[config.mk]
export PLATFORM = sky130hd
export DESIGN_NAME = vc_wrr_scheduler
export DESIGN_NICKNAME = d
export VERILOG_FILES = /design/src/rtl/vc_wrr_scheduler.sv
export SDC_FILE = /design/constraint.sdc
export NUM_CORES = 1
export LEC_CHECK = 0
export CAP_MARGIN = 20
export CORE_MARGIN = 5
export CORE_UTILIZATION = 35
export DETAILED_ROUTE_END_ITERATION = 8
export PLACE_DENSITY = 0.66
export REMOVE_ABC_BUFFERS = 1
export SLEW_MARGIN = 20
export SYNTH_ARGS = -nofsm -noshare
export SYNTH_HDL_FRONTEND = slang
export SYNTH_SLANG_ARGS = --single-unit
[constraint.sdc]
create_clock -name clk -period 1.8 [get_ports clk]
set_input_delay 0.18 -clock clk [delete_from_list [all_inputs] [get_ports clk]]
set_output_delay 0.18 -clock clk [all_outputs]
set_load 0.005 [all_outputs]
[src/rtl/vc_wrr_scheduler.sv]
// ---------------------------------------------------------------------------
// vc_wrr_scheduler
//   Weighted round-robin scheduler sharing one output link between the VC0 and
//   VC1 show-ahead FIFOs. It issues at most one pop per cycle, stops popping
//   while either destination FIFO is almost full, and forwards the popped head
//   word to data_out one cycle later. Weights are loaded while in INIT.
//
// Ports
//   clk             in   clock, all state updates on the rising edge
//   reset_L         in   synchronous reset, active-low
//   init            in   request configuration (enter/stay in INIT)
//   cfg_weight_vc0  in   VC0 weight, latched every cycle spent in INIT
//   cfg_weight_vc1  in   VC1 weight, latched every cycle spent in INIT
//   vc0_empty       in   VC0 FIFO empty
//   vc1_empty       in   VC1 FIFO empty
//   vc0_data        in   VC0 head word (valid while !vc0_empty)
//   vc1_data        in   VC1 head word (valid while !vc1_empty)
//   pause_d0        in   destination D0 almost full
//   pause_d1        in   destination D1 almost full
//   pop_vc0         out  pop VC0 (combinational)
//   pop_vc1         out  pop VC1 (combinational)
//   data_out        out  word popped on the previous cycle (registered)
//   valid_out       out  data_out valid (registered)
//   state           out  RESET=00 INIT=01 IDLE=10 ACTIVE=11
// ---------------------------------------------------------------------------
module vc_wrr_scheduler #(
    parameter int DATA_WIDTH = 6,
    parameter int W_WIDTH    = 4,
    parameter int W_DEFAULT  = 1
) (
    input  logic                  clk,
    input  logic                  reset_L,
    input  logic                  init,
    input  logic [W_WIDTH-1:0]    cfg_weight_vc0,
    input  logic [W_WIDTH-1:0]    cfg_weight_vc1,
    input  logic                  vc0_empty,
    input  logic                  vc1_empty,
    input  logic [DATA_WIDTH-1:0] vc0_data,
    input  logic [DATA_WIDTH-1:0] vc1_data,
    input  logic                  pause_d0,
    input  logic                  pause_d1,
    output logic                  pop_vc0,
    output logic                  pop_vc1,
    output logic [DATA_WIDTH-1:0] data_out,
    output logic                  valid_out,
    output logic [1:0]            state
);

    typedef enum logic [1:0] {
        ST_RESET  = 2'b00,
        ST_INIT   = 2'b01,
        ST_IDLE   = 2'b10,
        ST_ACTIVE = 2'b11
    } state_t;

    localparam logic [W_WIDTH-1:0] W_DEF = W_WIDTH'(W_DEFAULT);

    state_t               state_q;
    state_t               state_n;
    logic [W_WIDTH-1:0]   weight_vc0;
    logic [W_WIDTH-1:0]   weight_vc1;
    logic [W_WIDTH-1:0]   credit;
    logic [W_WIDTH-1:0]   credit_n;
    logic [W_WIDTH:0]     credit_inc;
    logic [W_WIDTH-1:0]   weight_cur;
    logic                 cur_vc;
    logic                 cur_vc_n;
    logic                 pause;
    logic                 serve;

    // A zero weight still grants one word per turn.
    function automatic logic [W_WIDTH-1:0] eff_weight(input logic [W_WIDTH-1:0] w);
        return (w == '0) ? W_WIDTH'(1) : w;
    endfunction

    assign state      = state_q;
    assign pause      = pause_d0 | pause_d1;
    assign serve      = (state_q == ST_ACTIVE) && !init && !pause;
    // One extra bit so the compare against the weight can never wrap.
    assign credit_inc = {1'b0, credit} + (W_WIDTH+1)'(1);

    always_comb begin
        state_n = state_q;
        case (state_q)
            ST_RESET: state_n = ST_INIT;
            ST_INIT: begin
                if (!init) state_n = ST_IDLE;
            end
            ST_IDLE: begin
                if (init)                         state_n = ST_INIT;
                else if (!vc0_empty || !vc1_empty) state_n = ST_ACTIVE;
            end
            ST_ACTIVE: begin
                // A paused link holds state even if both VCs ran dry.
                if (init)                                  state_n = ST_INIT;
                else if (!pause && vc0_empty && vc1_empty) state_n = ST_IDLE;
            end
            default: state_n = ST_RESET;
        endcase
    end

    always_comb begin
        pop_vc0    = 1'b0;
        pop_vc1    = 1'b0;
        cur_vc_n   = cur_vc;
        credit_n   = credit;
        weight_cur = cur_vc ? weight_vc1 : weight_vc0;
        if (state_q == ST_INIT) begin
            cur_vc_n = 1'b0;
            credit_n = '0;
        end else if (serve) begin
            if (!vc0_empty && !vc1_empty) begin
                pop_vc0 = !cur_vc;
                pop_vc1 = cur_vc;
                if (credit_inc == {1'b0, eff_weight(weight_cur)}) begin
                    cur_vc_n = !cur_vc;
                    credit_n = '0;
                end else begin
                    credit_n = credit_inc[W_WIDTH-1:0];
                end
            end else if (!vc0_empty) begin
                // Point at the other VC so a newcomer is served next.
                pop_vc0  = 1'b1;
                cur_vc_n = 1'b1;
                credit_n = '0;
            end else if (!vc1_empty) begin
                pop_vc1  = 1'b1;
                cur_vc_n = 1'b0;
                credit_n = '0;
            end
        end
    end

    always_ff @(posedge clk) begin
        if (!reset_L) begin
            state_q    <= ST_RESET;
            valid_out  <= 1'b0;
            data_out   <= '0;
            cur_vc     <= 1'b0;
            credit     <= '0;
            weight_vc0 <= W_DEF;
            weight_vc1 <= W_DEF;
        end else begin
            state_q   <= state_n;
            cur_vc    <= cur_vc_n;
            credit    <= credit_n;
            // Output stage: popped head word appears one cycle after the pop.
            valid_out <= pop_vc0 | pop_vc1;
            if (pop_vc0)      data_out <= vc0_data;
            else if (pop_vc1) data_out <= vc1_data;
            if (state_q == ST_INIT) begin
                weight_vc0 <= cfg_weight_vc0;
                weight_vc1 <= cfg_weight_vc1;
            end
        end
    end

endmodule

After elaboration in Yosys (flattened, before gate mapping)
Index checks and enable logic that the tools add are counted.
{"block": "op_classes", "reduce_logical": 18, "addsub": 1, "n_bitwise": 3, "n_mux": 27, "n_eq_ne": 9}
{"cell": "4-bit 2-to-1 mux", "n": 6}
{"cell": "1-bit 2-to-1 mux", "n": 13}
{"cell": "6-bit 2-to-1 mux", "n": 2}
{"cell": "2-bit 2-to-1 mux", "n": 5}
{"cell": "2-bit case mux with 4 select lines", "n": 1}
{"cell": "3-bit by 2-bit inequality test with 1-bit output, second input constant", "n": 2}
{"cell": "3-bit AND reduction", "n": 2}
{"cell": "4-bit by 1-bit adder with 5-bit output, second input constant", "n": 1}
{"cell": "5-bit by 4-bit == test with 1-bit output", "n": 1}
{"cell": "1-bit logical AND", "n": 5}
{"cell": "1-bit zero test", "n": 5}
{"cell": "2-bit == test, second input constant", "n": 2}
{"cell": "4-bit zero test", "n": 1}
{"cell": "3-bit inequality test, second input constant", "n": 1}
{"cell": "2-bit by 1-bit == test with 1-bit output, second input constant", "n": 1}
{"cell": "2-bit zero test", "n": 1}
{"cell": "2-bit by 1-bit inequality test with 1-bit output, second input constant", "n": 1}
{"cell": "2-bit inequality test, second input constant", "n": 1}
{"cell": "1-bit bitwise OR", "n": 2}
{"cell": "2-bit AND reduction", "n": 1}
{"cell": "2-bit nonzero test", "n": 1}
{"cell": "2-bit OR reduction", "n": 1}
{"cell": "1-bit logical OR", "n": 1}
{"cell": "1-bit NOT", "n": 1}
{"block": "totals", "ff_bits": 22, "elab_cells": 65, "inputBits": 27, "output_inout_bits": 11}

Depth between registers and ports, before layout
{"block": "logic_depth", "depth_word": 7, "mapped_depth": 7, "ltp_nobuf": 7}

Least setup slack after synthesis
Ideal clock, no wire load.
{"block": "synth_timing", "path_kind": "register to register", "from": "reg cur_vc", "to": "reg credit[0]", "path_stages_with_launch": 8, "n_path_buf": 1, "setup_ns": 0.127, "setup_slack_ns": 0.122, "synth_period_minus_slack_ns": 1.678, "required_ns": 1.673, "arrival_ns": 1.551, "path_cell_list": "dfxtp_1 > buf_6 > mux2i_4 > xnor3_1 > nand3b_1 > a21oi_2 > nand3b_4 > o31ai_1"}
{"block": "synth_between", "elab_chain_cells": 6}
{"element": "start, declared", "line": "66", "text": "logic cur_vc;"}
{"element": "start signal, assigned", "line": "145", "text": "cur_vc <= cur_vc_n;"}
{"element": "4-bit 2-to-1 mux (*)", "line": "107", "text": "weight_cur = cur_vc ? weight_vc1 : weight_vc0;"}
{"element": "4-bit zero test", "line": "73", "text": "return (w == '0) ? W_WIDTH'(1) : w;"}
{"element": "4-bit 2-to-1 mux (*)", "line": "73"}
{"element": "5-bit by 4-bit == test with 1-bit output (*)", "line": "115", "text": "if (credit_inc == {1'b0, eff_weight(weight_cur)}) begin"}
{"element": "4-bit 2-to-1 mux (*)", "line": "115"}
{"element": "4-bit 2-to-1 mux (*)", "line": "112", "text": "if (!vc0_empty && !vc1_empty) begin"}
{"element": "end signal, assigned", "line": "146", "text": "credit <= credit_n;"}
{"element": "end, declared", "line": "62", "text": "logic [W_WIDTH-1:0] credit;"}
Every way passes the cells marked *; elsewhere a longest branch is shown, timed or not.
A chain may end at the register's enable or synchronous reset.

Worst setup path in the final report
{"block": "layout_timing", "from": "in pause_d1", "to": "reg credit[0]"}
{"block": "layout_between", "elab_chain_cells": 4}
{"element": "start, declared", "line": "41", "text": "input logic pause_d1,"}
{"element": "1-bit bitwise OR", "line": "77", "text": "assign pause = pause_d0 | pause_d1;"}
{"element": "1-bit zero test", "line": "78", "text": "assign serve = (state_q == ST_ACTIVE) && !init && !pause;"}
{"element": "1-bit logical AND", "line": "78"}
{"element": "2-bit AND reduction (no source line)"}
No other way between the ends.

==> results by group <==
Clocking
  • CTS clk-pin slew, worst paths: 0.12 ns
  • Sink Count: 22
  • CTS tree: built
  • Setup bufs post-CTS: 0
  • Hold buffer count at cts: 0
  • H-Tree Depth: 1
  • Clock latency on the worst-skew pair: 0.31 ns
  • Clock root cell: clkbuf_4
  • Clk buf depth: 2
  • Num CTS Buffers: 3

Cells and area
  • Fin cells: 230
  • Most common library cell in the layout ignoring fill and taps: clkdlybuf4s50_1
  • Register Area: 444 um2
  • Fillcell total: 326
  • Fin area: 1700 um2
  • Most frequent cells in the layout: clkdlybuf4s50_1 (35), nand2_1 (29), dfxtp_1 (19), buf_4 (15), and2_1 (9)
  • Multi-input gate area: 699 um2
  • Share of post-route cells with drive strength above 1: 17.2%
  • Diodes inserted: 0
  • Final net count: 216
  • Area growth syn-to-layout: 46.7%

Die
  • Cell Rows: 20
  • Die W: around 68 um
  • Boundary pin count: 38
  • Die area: 4560 um2
  • Core area: slightly above 3000 um2
  • DIE HEIGHT: 67.5 um
  • Initial core utilization: a little under two fifths

Routing
  • Drt initial violations: 40
  • DRT Pass-1 Iters: 4
  • DRC: 0
  • Via count: approximately 1.1k
  • Remaining antenna violation count: 0
  • Routed WL: 2920 um
  • Vias per cell: 4.82
  • Drt wl/cell: 12.7 um

Logic synthesis
  • Distinct cells, synth: 39
  • Mapped Area: between 1000 and 1500 um2
  • Number of warnings issued by yosys: 0
  • Seq/Total Area, Yosys: 38.1%
  • Flop and latch count out of synthesis: 22
  • Syn_area_per_cell: 8.39 um2
  • Syn Inst Count: 138

Flow run
  • MaxCap Viol Count: 0

Critical path
  • Reg2Reg Capture Point: credit[3]
  • Worst Path Required: 2.01 ns
  • Slowest-stage cell, CP: or4_4
  • Reg-to-reg slack, setup: 0.11 ns
  • Crit end category: register
  • Crit Path Max Fanout: 12
  • R2R cell count: 6
  • Setup crit start kind: input port
  • Crit path largest cell delay: 0.55 ns
  • Critical path type: in -> reg
  • Arrival @ worst endpoint: approximately 1.9 ns
  • CP Cell Sequence: clkdlybuf4s50_1, or4_4, buf_4, a21o_4, and2_1, nand2_1, o31ai_2
  • RR Startpoint: cur_vc

Power and ir drop
  • IR drop worst, VDD: 363 uV
  • Int Pwr: 0.695 mW
  • Psw: around 0.23 mW
  • Pwr Total: 0.929 mW
  • Clock share of power: 24.5%
  • Sw frac: 25.2%
  • Power density cells: 547 nW/um2
  • Gate power share: 19.9%
  • Pleak: slightly below 0.7 nW
  • Reg power frac: 55.6%

Global route
  • Met1 usage: 17.3%
  • M2 GR Usage: 23.8%
  • M3 GR Usage: 3.49%
  • Gr ovfl total: 0
  • Largest net degree at the start of global routing: 18
  • Vias in the first global route: 1134
  • GRT Total Usage: 14.2%
  • First-pass GRT wire length: 4950 um
  • Busiest grt layer: met2
  • Initial antenna violation count: 0

Timing
  • Final Hold Fails: 0
  • Final min period: 1.69 ns
  • Slew @ Worst Pin: approximately 0.33 ns
  • Rel. slew slack: 78.3%
  • RSZ-0062 raised after global routing: false
  • Final setup violation count: 0
  • Slew Limit Fails: 0
  • Clk_skew: 0.00166 ns
  • Max frequency: around 590 MHz
  • Period utilization: a little over nine tenths
  • WHS: 0.418 ns

Place
  • Placed insts: 227
  • Final Wtd Congestion: 0.742
  • DP Area: 1660 um2
  • PortBufs: 37
  • Hpwl dp: 2350 um

Run status
  • Status: completed

Min path
  • WHS Endpoint: weight_vc1[3]
  • Class of the worst hold path: in -> reg
  • Worst hold stages: 3
  • Hold_sp: cfg_weight_vc1[3]
state kept, by name, summed over array words and instances (netlist names):
signal,flops
valid_out,1
credit,4
data_out,6
weight_vc1,4
state,2
weight_vc0,4
cur_vc,1
routing by layer:
metal  up-vias  routed length (um)  part of all wire (%)
li1        574                   -                     -
met1       510                1310                    45
met3         2                  98                   3.4
met5         -                   0                     0
met4         0                  35                   1.2
met2        22                1480                    51
power by group through the flow:
stage	clock network [mW]	logic, mW	registers (mW)
2_1_floorplan	0	0.0737	0.525
4_1_cts	0.242	0.185	0.516
6_report	0.228	0.184	0.516
3_3_place_gp	0	0.181	0.526
3_5_place_dp	0	0.183	0.526
5_1_grt	0.258	0.204	0.519
final cells by class:
cell class,instances,share of cell area [%]
Sequential cell,22,26.2
Tap cell,44,3.24
Timing Repair Buffer,52,27.9
Multi-Input combinational cell,108,41.2
Clock buffer,3,1.33
Inverter,1,0.221
Yosys cell counts, drive strengths merged:
cell type | instances | share of area (%)
o211a | 1 | 0.86
a22oi | 5 | 3.2
ha | 1 | 1.1
xnor3 | 1 | 1.9
o21a | 3 | 1.9
a21oi | 5 | 2.5
nor2 | 6 | 1.9
a21o | 1 | 0.65
nand2b | 4 | 2.2
dfxtp | 22 | 38
a21boi | 6 | 3.9
mux2i | 4 | 4.5
o31ai | 1 | 0.65
or4 | 1 | 0.65
nor3 | 4 | 1.7
o21ai | 10 | 5.0
inv | 1 | 0.32
xor2 | 1 | 0.76
nand3 | 4 | 1.7
nand2 | 29 | 9.4
and3b | 1 | 0.76
nor2b | 1 | 0.54
buf | 1 | 0.97
a41oi | 1 | 0.76
and2 | 9 | 4.9
nor3b | 1 | 0.65
and2b | 1 | 0.65
o32ai | 1 | 0.76
or3 | 1 | 0.54
nand3b | 2 | 2.4
o221ai | 1 | 0.76
o211ai | 1 | 0.65
xnor2 | 1 | 0.76
clkbuf | 6 | 1.9
how the worst max path moves through the flow:
stage / slack, ns / from / end
global route: 0.02 / cur_vc / credit[3]
finish: 0.11 / pause_d1 / credit[0]
global placement: -0.29 / pause_d1 / pop_vc1
floorplan: -0.01 / cur_vc / credit[0]
detailed placement: -0.29 / pause_d1 / pop_vc0
CTS: 0.01 / state[0] / pop_vc1
cells by family after synthesis:
| group | after synthesis | synth area share [%] |
|---|---|---|
| AO/OA/AOI/OAI | 36 | 21.6 |
| XOR/XNOR | 3 | 3.46 |
| adder cells (fa/ha/maj) | 1 | 1.08 |
| buffers and inverters | 8 | 3.24 |
| flip-flops | 22 | 38.1 |
| multiplexers | 4 | 4.54 |
| AND/OR/NAND/NOR | 64 | 28.0 |
what timing repair did:
action                     in CTS  in global routing
pin swaps                       0                  0
setup endpoints to repair       2                  8
resized for setup               6                  7
critical path, delay by kind of cell:
kind | cells | cell delay (ns)
AND/OR/NAND/NOR | 3 | 0.82
AO/OA/AOI/OAI | 2 | 0.28
buffers and inverters | 2 | 0.62
through the flow:
| step | util [%] | TNS (ns) | setup WS (ns) |
|---|---|---|---|
| after floorplan | - | -0.0126 | -0.0126 |
| after CTS | 54.4 | 0 | 0.0146 |
| final | 54.7 | 0 | 0.114 |
| after detailed placement | 53.5 | -3.11 | -0.291 |
| after global placement | 53.5 | -2.68 | -0.292 |
| after global routing | 54.7 | 0 | 0.0172 |
Power figures use the tool's default switching activity.
